## src/rtl/hsv_core_decode_iq.sv

```systemverilog
// Multi-lane fetch-to-decode instruction queue.
// Up to LANES packets are accepted per cycle, compacted in lane order and
// presented one per cycle to decode. flush_req empties the queue at the next
// edge, and flush_ack echoes flush_req one cycle later.
// Optional: define HSV_DECODE_IQ_STATS_EN to add the hwm and stall_cycles
// statistics outputs.
module hsv_core_decode_iq #(
  parameter int unsigned WIDTH = 64,
  parameter int unsigned DEPTH = 8,
  parameter int unsigned LANES = 2
) (
  input  logic                     clk_core,
  input  logic                     rst_core_n,
  input  logic                     flush_req,
  output logic                     flush_ack,
  output logic                     ready_o,
  input  logic [LANES-1:0]         valid_i,
  input  logic [LANES*WIDTH-1:0]   in_data,
  input  logic                     ready_i,
  output logic                     valid_o,
  output logic [WIDTH-1:0]         out_data,
  output logic [$clog2(DEPTH):0]   count
`ifdef HSV_DECODE_IQ_STATS_EN
  ,
  output logic [$clog2(DEPTH):0]   hwm,
  output logic [31:0]              stall_cycles
`endif
);

  localparam int unsigned PtrW = $clog2(DEPTH);
  localparam int unsigned CntW = PtrW + 1;
  localparam logic [CntW-1:0] DepthCnt = CntW'(DEPTH);
  localparam logic [CntW-1:0] LanesCnt = CntW'(LANES);

  // Reject unsupported configurations at elaboration
  if (DEPTH < 2 || (DEPTH & (DEPTH - 1)) != 0 || DEPTH < LANES) begin : g_bad_depth
    $error("hsv_core_decode_iq: DEPTH must be a power of two, >= 2 and >= LANES");
  end
  if (LANES < 1 || LANES > 4) begin : g_bad_lanes
    $error("hsv_core_decode_iq: LANES must be in 1..4");
  end

  // Storage is deliberately left without reset
  logic [WIDTH-1:0] mem_q [DEPTH];

  logic [PtrW-1:0] head_q, head_d;
  logic [PtrW-1:0] tail_q, tail_d;
  logic [CntW-1:0] count_q, count_d;
  logic            flush_ack_q;

  logic            push_fire;
  logic            pop_fire;
  logic [CntW-1:0] free_slots;
  logic [CntW-1:0] n_valid;
  logic [CntW-1:0] n_push;
  logic [LANES-1:0] wr_en;
  logic [PtrW-1:0] wr_addr [LANES];

  // Handshake outputs depend only on registered occupancy and flush_req
  assign free_slots = DepthCnt - count_q;
  assign ready_o    = ~flush_req & (free_slots >= LanesCnt);
  assign valid_o    = (count_q != '0) & ~flush_req;
  assign push_fire  = ready_o & (|valid_i);
  assign pop_fire   = valid_o & ready_i;
  assign n_push     = push_fire ? n_valid : '0;

  assign out_data  = mem_q[head_q];
  assign count     = count_q;
  assign flush_ack = flush_ack_q;

  // Compaction: each valid lane lands at tail plus the number of valid lanes below it
  always_comb begin
    n_valid = '0;
    wr_en   = '0;
    for (int k = 0; k < LANES; k++) begin
      wr_addr[k] = tail_q + n_valid[PtrW-1:0];
      wr_en[k]   = push_fire & valid_i[k];
      n_valid    = n_valid + CntW'(valid_i[k]);
    end
  end

  // Pointer and occupancy next state; flush overrides any push or pop
  always_comb begin
    head_d  = head_q;
    tail_d  = tail_q;
    count_d = count_q;
    if (flush_req) begin
      head_d  = '0;
      tail_d  = '0;
      count_d = '0;
    end else begin
      head_d  = head_q + PtrW'(pop_fire);
      tail_d  = tail_q + n_push[PtrW-1:0];
      count_d = count_q + n_push - CntW'(pop_fire);
    end
  end

  // Control state register
  always_ff @(posedge clk_core or negedge rst_core_n) begin
    if (!rst_core_n) begin
      head_q      <= '0;
      tail_q      <= '0;
      count_q     <= '0;
      flush_ack_q <= 1'b1;
    end else begin
      head_q      <= head_d;
      tail_q      <= tail_d;
      count_q     <= count_d;
      flush_ack_q <= flush_req;
    end
  end

  // Entry storage writes; lanes of one group always target distinct slots
  always_ff @(posedge clk_core) begin
    for (int k = 0; k < LANES; k++) begin
      if (wr_en[k]) begin
        mem_q[wr_addr[k]] <= in_data[k*WIDTH +: WIDTH];
      end
    end
  end

`ifdef HSV_DECODE_IQ_STATS_EN
  logic [CntW-1:0] hwm_q;
  logic [31:0]     stall_q;
  logic            stall_evt;

  // Fetch offering a group that the queue cannot take (flush cycles excluded)
  assign stall_evt = (|valid_i) & ~ready_o & ~flush_req;

  // High-water mark tracks next occupancy; stall counter saturates
  always_ff @(posedge clk_core or negedge rst_core_n) begin
    if (!rst_core_n) begin
      hwm_q   <= '0;
      stall_q <= '0;
    end else begin
      if (count_d > hwm_q) begin
        hwm_q <= count_d;
      end
      if (stall_evt && (stall_q != 32'hFFFF_FFFF)) begin
        stall_q <= stall_q + 32'd1;
      end
    end
  end

  assign hwm          = hwm_q;
  assign stall_cycles = stall_q;
`endif

endmodule

```

## config.mk

```make
export PLATFORM = sky130hd
export DESIGN_NAME = hsv_core_decode_iq
export DESIGN_NICKNAME = d
export VERILOG_FILES = /design/src/rtl/hsv_core_decode_iq.sv
export SDC_FILE = /design/constraint.sdc
export NUM_CORES = 1
export LEC_CHECK = 0
export CAP_MARGIN = 20
export CORE_MARGIN = 2
export CORE_UTILIZATION = 47
export DETAILED_ROUTE_END_ITERATION = 8
export GPL_ROUTABILITY_DRIVEN = 0
export GPL_TIMING_DRIVEN = 0
export MAX_ROUTING_LAYER = met4
export PLACE_DENSITY = 0.66
export SLEW_MARGIN = 0
export SYNTH_ARGS = -nofsm -noshare
export SYNTH_HDL_FRONTEND = slang
export SYNTH_SLANG_ARGS = --single-unit
```

## constraint.sdc

```tcl
create_clock -name clk_core -period 19.07 [get_ports clk_core]
set_input_delay 3.814 -clock clk_core [delete_from_list [all_inputs] [get_ports clk_core]]
set_output_delay 3.814 -clock clk_core [all_outputs]
set_load 0.02 [all_outputs]
```

==> results.sh <==
export IMPL_avgSynthCellArea_um2=19.3
export IMPL_outcome="completed"
export IMPL_placed_area_um2=30900
export IMPL_die_h_um=244
export IMPL_overflow=0
export IMPL_postLayoutCellArea_um2=32600
export IMPL_hold_viol_final=0
export IMPL_portBuffers=204
export IMPL_ctsRootBufferMaster="clkbuf_16"
export IMPL_post_cts_repair_setup_buffers=0
export IMPL_r2r_end="mem_q[6][32]"
export IMPL_required_ns=15.26
export IMPL_drt_iter0_drc=1017
export IMPL_synth_edf_count=512
export IMPL_syn_inst=1407
export IMPL_post_cts_resize_count=0
export IMPL_r2r_start="tail_q[0]"
export IMPL_rrSetupSlack_ns=15.47
export IMPL_firstDrtPassIters=5
export IMPL_synth_area_um2=27100
export IMPL_pre_cts_slack_ns=9.69
export IMPL_start_util_pct=47.3
export IMPL_layout_commonest_cell="edfxtp_1"
export IMPL_ys_flop_type="edfxtp_1"
export IMPL_crit_start="flush_req"
export IMPL_place_inst=2406
export IMPL_drv_slew=0
export IMPL_drv_cap=0
export IMPL_io_pins=205
export IMPL_grt_total_usage_pct=23.2
export IMPL_setup_ws_ns=9.66
export IMPL_path_buf_inv=3
export IMPL_synth_seq_area_share_pct=57.7
export IMPL_final_setup_viol_count=0
export IMPL_tns_ns=0
export IMPL_p_leak_nw=11.4
export IMPL_dr_total_vias=14200
export IMPL_ys_ff_latch=523
export IMPL_die_x_um=244
export IMPL_startpoint_type="input port"
export IMPL_rsz0062_at_grt="false"
export IMPL_nets=1851
export IMPL_critPathTopFamily="buffers and inverters"
export IMPL_htreeDepth=2
export IMPL_crit_top_cell="clkdlybuf4s50_1"
export IMPL_syn_num_nets=1558
export IMPL_die_area_um2=59700
export IMPL_skew_ns=0.0211
export IMPL_final_util_pct=56.8
export IMPL_clock_sinks=523
export IMPL_synth_cell_type_count=37
export IMPL_std_cell_rows=88
export IMPL_powerDensity_nw_per_um2=100
export IMPL_synthArstFlopShare_pct=2.10
export IMPL_dpl_hpwl_um=43500
export IMPL_cp_slowest_cell="clkdlybuf4s50_1"
export IMPL_avgRoutedWirePerCell_um=26.6
export IMPL_r2r_cells=10
export IMPL_max_freq_ghz=0.106
export IMPL_max_vdd_ir_drop_uv=70.9
export IMPL_worstMarginPinSlew_ns=0.924
export IMPL_cts_max_path_buffers=3
export IMPL_cts_buffers_inserted=57
export IMPL_worstSetupEndpointType="output port"
export IMPL_drt_vias_per_instance=5.66
export IMPL_fin_cells=2517
export IMPL_final_cell_mix="edfxtp_1 (512), mux2_2 (253), clkdlybuf4s50_1 (204)"
export IMPL_fin_crit_sh_pct=49.4
export IMPL_crit_end="ready_o"
export IMPL_path_cells="clkdlybuf4s50_1 > clkbuf_1 > nor2b_1 > clkdlybuf4s50_1"
export IMPL_slowest_delay_ns=0.63
export IMPL_cts_clk_slew_worst_paths_ns=0.06
export IMPL_ctsHoldBuffers=0
export IMPL_slew_headroom_pct=38.4
export IMPL_core_um2=57400
export IMPL_critPathArrivalTime_ns=5.60
export IMPL_crit_fanout=10
export IMPL_syn_to_final_growth_pct=20.0
export IMPL_power_mw=3.26
export IMPL_yosysWarningCount=0
export IMPL_grt_pass1_vias=15300
export IMPL_worst_hold_slack_ns=0.651
export IMPL_path_class="input port to output port"
export IMPL_post_route_min_period_ns=9.41
export IMPL_hp_class="register to register"
export IMPL_grt_max_degree=22
export IMPL_ant_nets=0
export IMPL_totalWireLength_um=66900
export IMPL_clock_latency_ns=0.61
export IMPL_cp_depth=4
export IMPL_num_fill_cells=4407
export IMPL_antenna_found_initial=11
export IMPL_drive_gt1_share_pct=43.9
export IMPL_grt_pass1_wl_um=98400
export IMPL_drcViolationCount=0
export IMPL_cts_tree="yes"
## how the worst min path moves through the flow
stage	start	endpoint	slack, ns	depth (start not counted)
detailed placement	head_q[0]	head_q[0]	0.63	2
global placement	head_q[1]	head_q[1]	0.62	2
floorplan	tail_q[2]	tail_q[2]	0.59	2
global route	head_q[1]	head_q[1]	0.69	2
finish	head_q[0]	head_q[0]	0.65	2
CTS	head_q[0]	head_q[0]	0.65	2
## state kept, by name, summed over array words and instances (netlist names)
signal / count
flush_ack: 1
head_q: 3
tail_q: 3
mem_q: 512
count: 4
## per-layer routing
layer | wire, um | global-route usage, %
met5 | 0 | -
met4 | 1100 | 5.49
met3 | 3630 | 4.32
met2 | 33200 | 37.7
met1 | 28900 | 30.4
## cells by family (layout without fill, tap and decap cells)
family	count (synthesis)	count (layout)	synth area share, %
AND/OR/NAND/NOR	37	37	0.871
multiplexers	704	704	37.2
flip-flops	523	523	57.7
buffers and inverters	106	441	2.84
adder cells (fa/ha/maj)	17	17	0.839
other	0	10	0
XOR/XNOR	7	7	0.226
AO/OA/AOI/OAI	13	13	0.314
## layout make-up
type                            instances  area (um^2)  area share [%]
Clock buffer                           72         1530            4.68
Inverter                               13         48.8           0.150
Clock inverter                         29          160           0.492
Buffer                                 93          721            2.21
Tap cell                              765          957            2.94
Antenna cell                           10         25.0          0.0768
Sequential cell                       523        15700            48.1
Timing Repair Buffer                  234         2670            8.21
Multi-Input combinational cell        778        10800            33.2
## cell usage after synthesis (2+ instances only)
cell type / instances / area [um^2]
mux2_4: 196 / 2940
mux2_1: 127 / 1430
fa_1: 2 / 40.0
nor2_1: 10 / 37.5
inv_1: 13 / 48.8
nand2_1: 3 / 11.3
and2_1: 2 / 12.5
o21ai_0: 3 / 15.0
xnor2_1: 4 / 35.0
edfxtp_1: 512 / 15400
buf_6: 25 / 282
buf_12: 5 / 100
xor2_1: 3 / 26.3
buf_4: 17 / 128
buf_2: 22 / 110
a21oi_1: 2 / 10.0
o21bai_1: 4 / 30.0
mux4_2: 128 / 2880
dfrtp_1: 10 / 250
nand4_1: 2 / 12.5
nor2b_1: 6 / 37.5
mux2_2: 253 / 2850
o31ai_1: 2 / 15.0
nand3b_2: 4 / 45.0
and3_1: 4 / 25.0
clkbuf_1: 23 / 86.3
ha_1: 15 / 188
## worst min-delay path: stages (launching register included)
cell and delay (ns):
dfrtp_1 0.36, ha_1 0.13, nor2b_1 0.12
## power breakdown
| group | internal, mW | total, mW | switching, mW |
|---|---|---|---|
| Clock | 0.573 | 1.02 | 0.446 |
| Sequential | 1.36 | 1.39 | 0.0230 |
| Combinational | 0.440 | 0.851 | 0.411 |
| Total | 2.38 | 3.26 | 0.880 |
(Power assumes the default switching activity.)
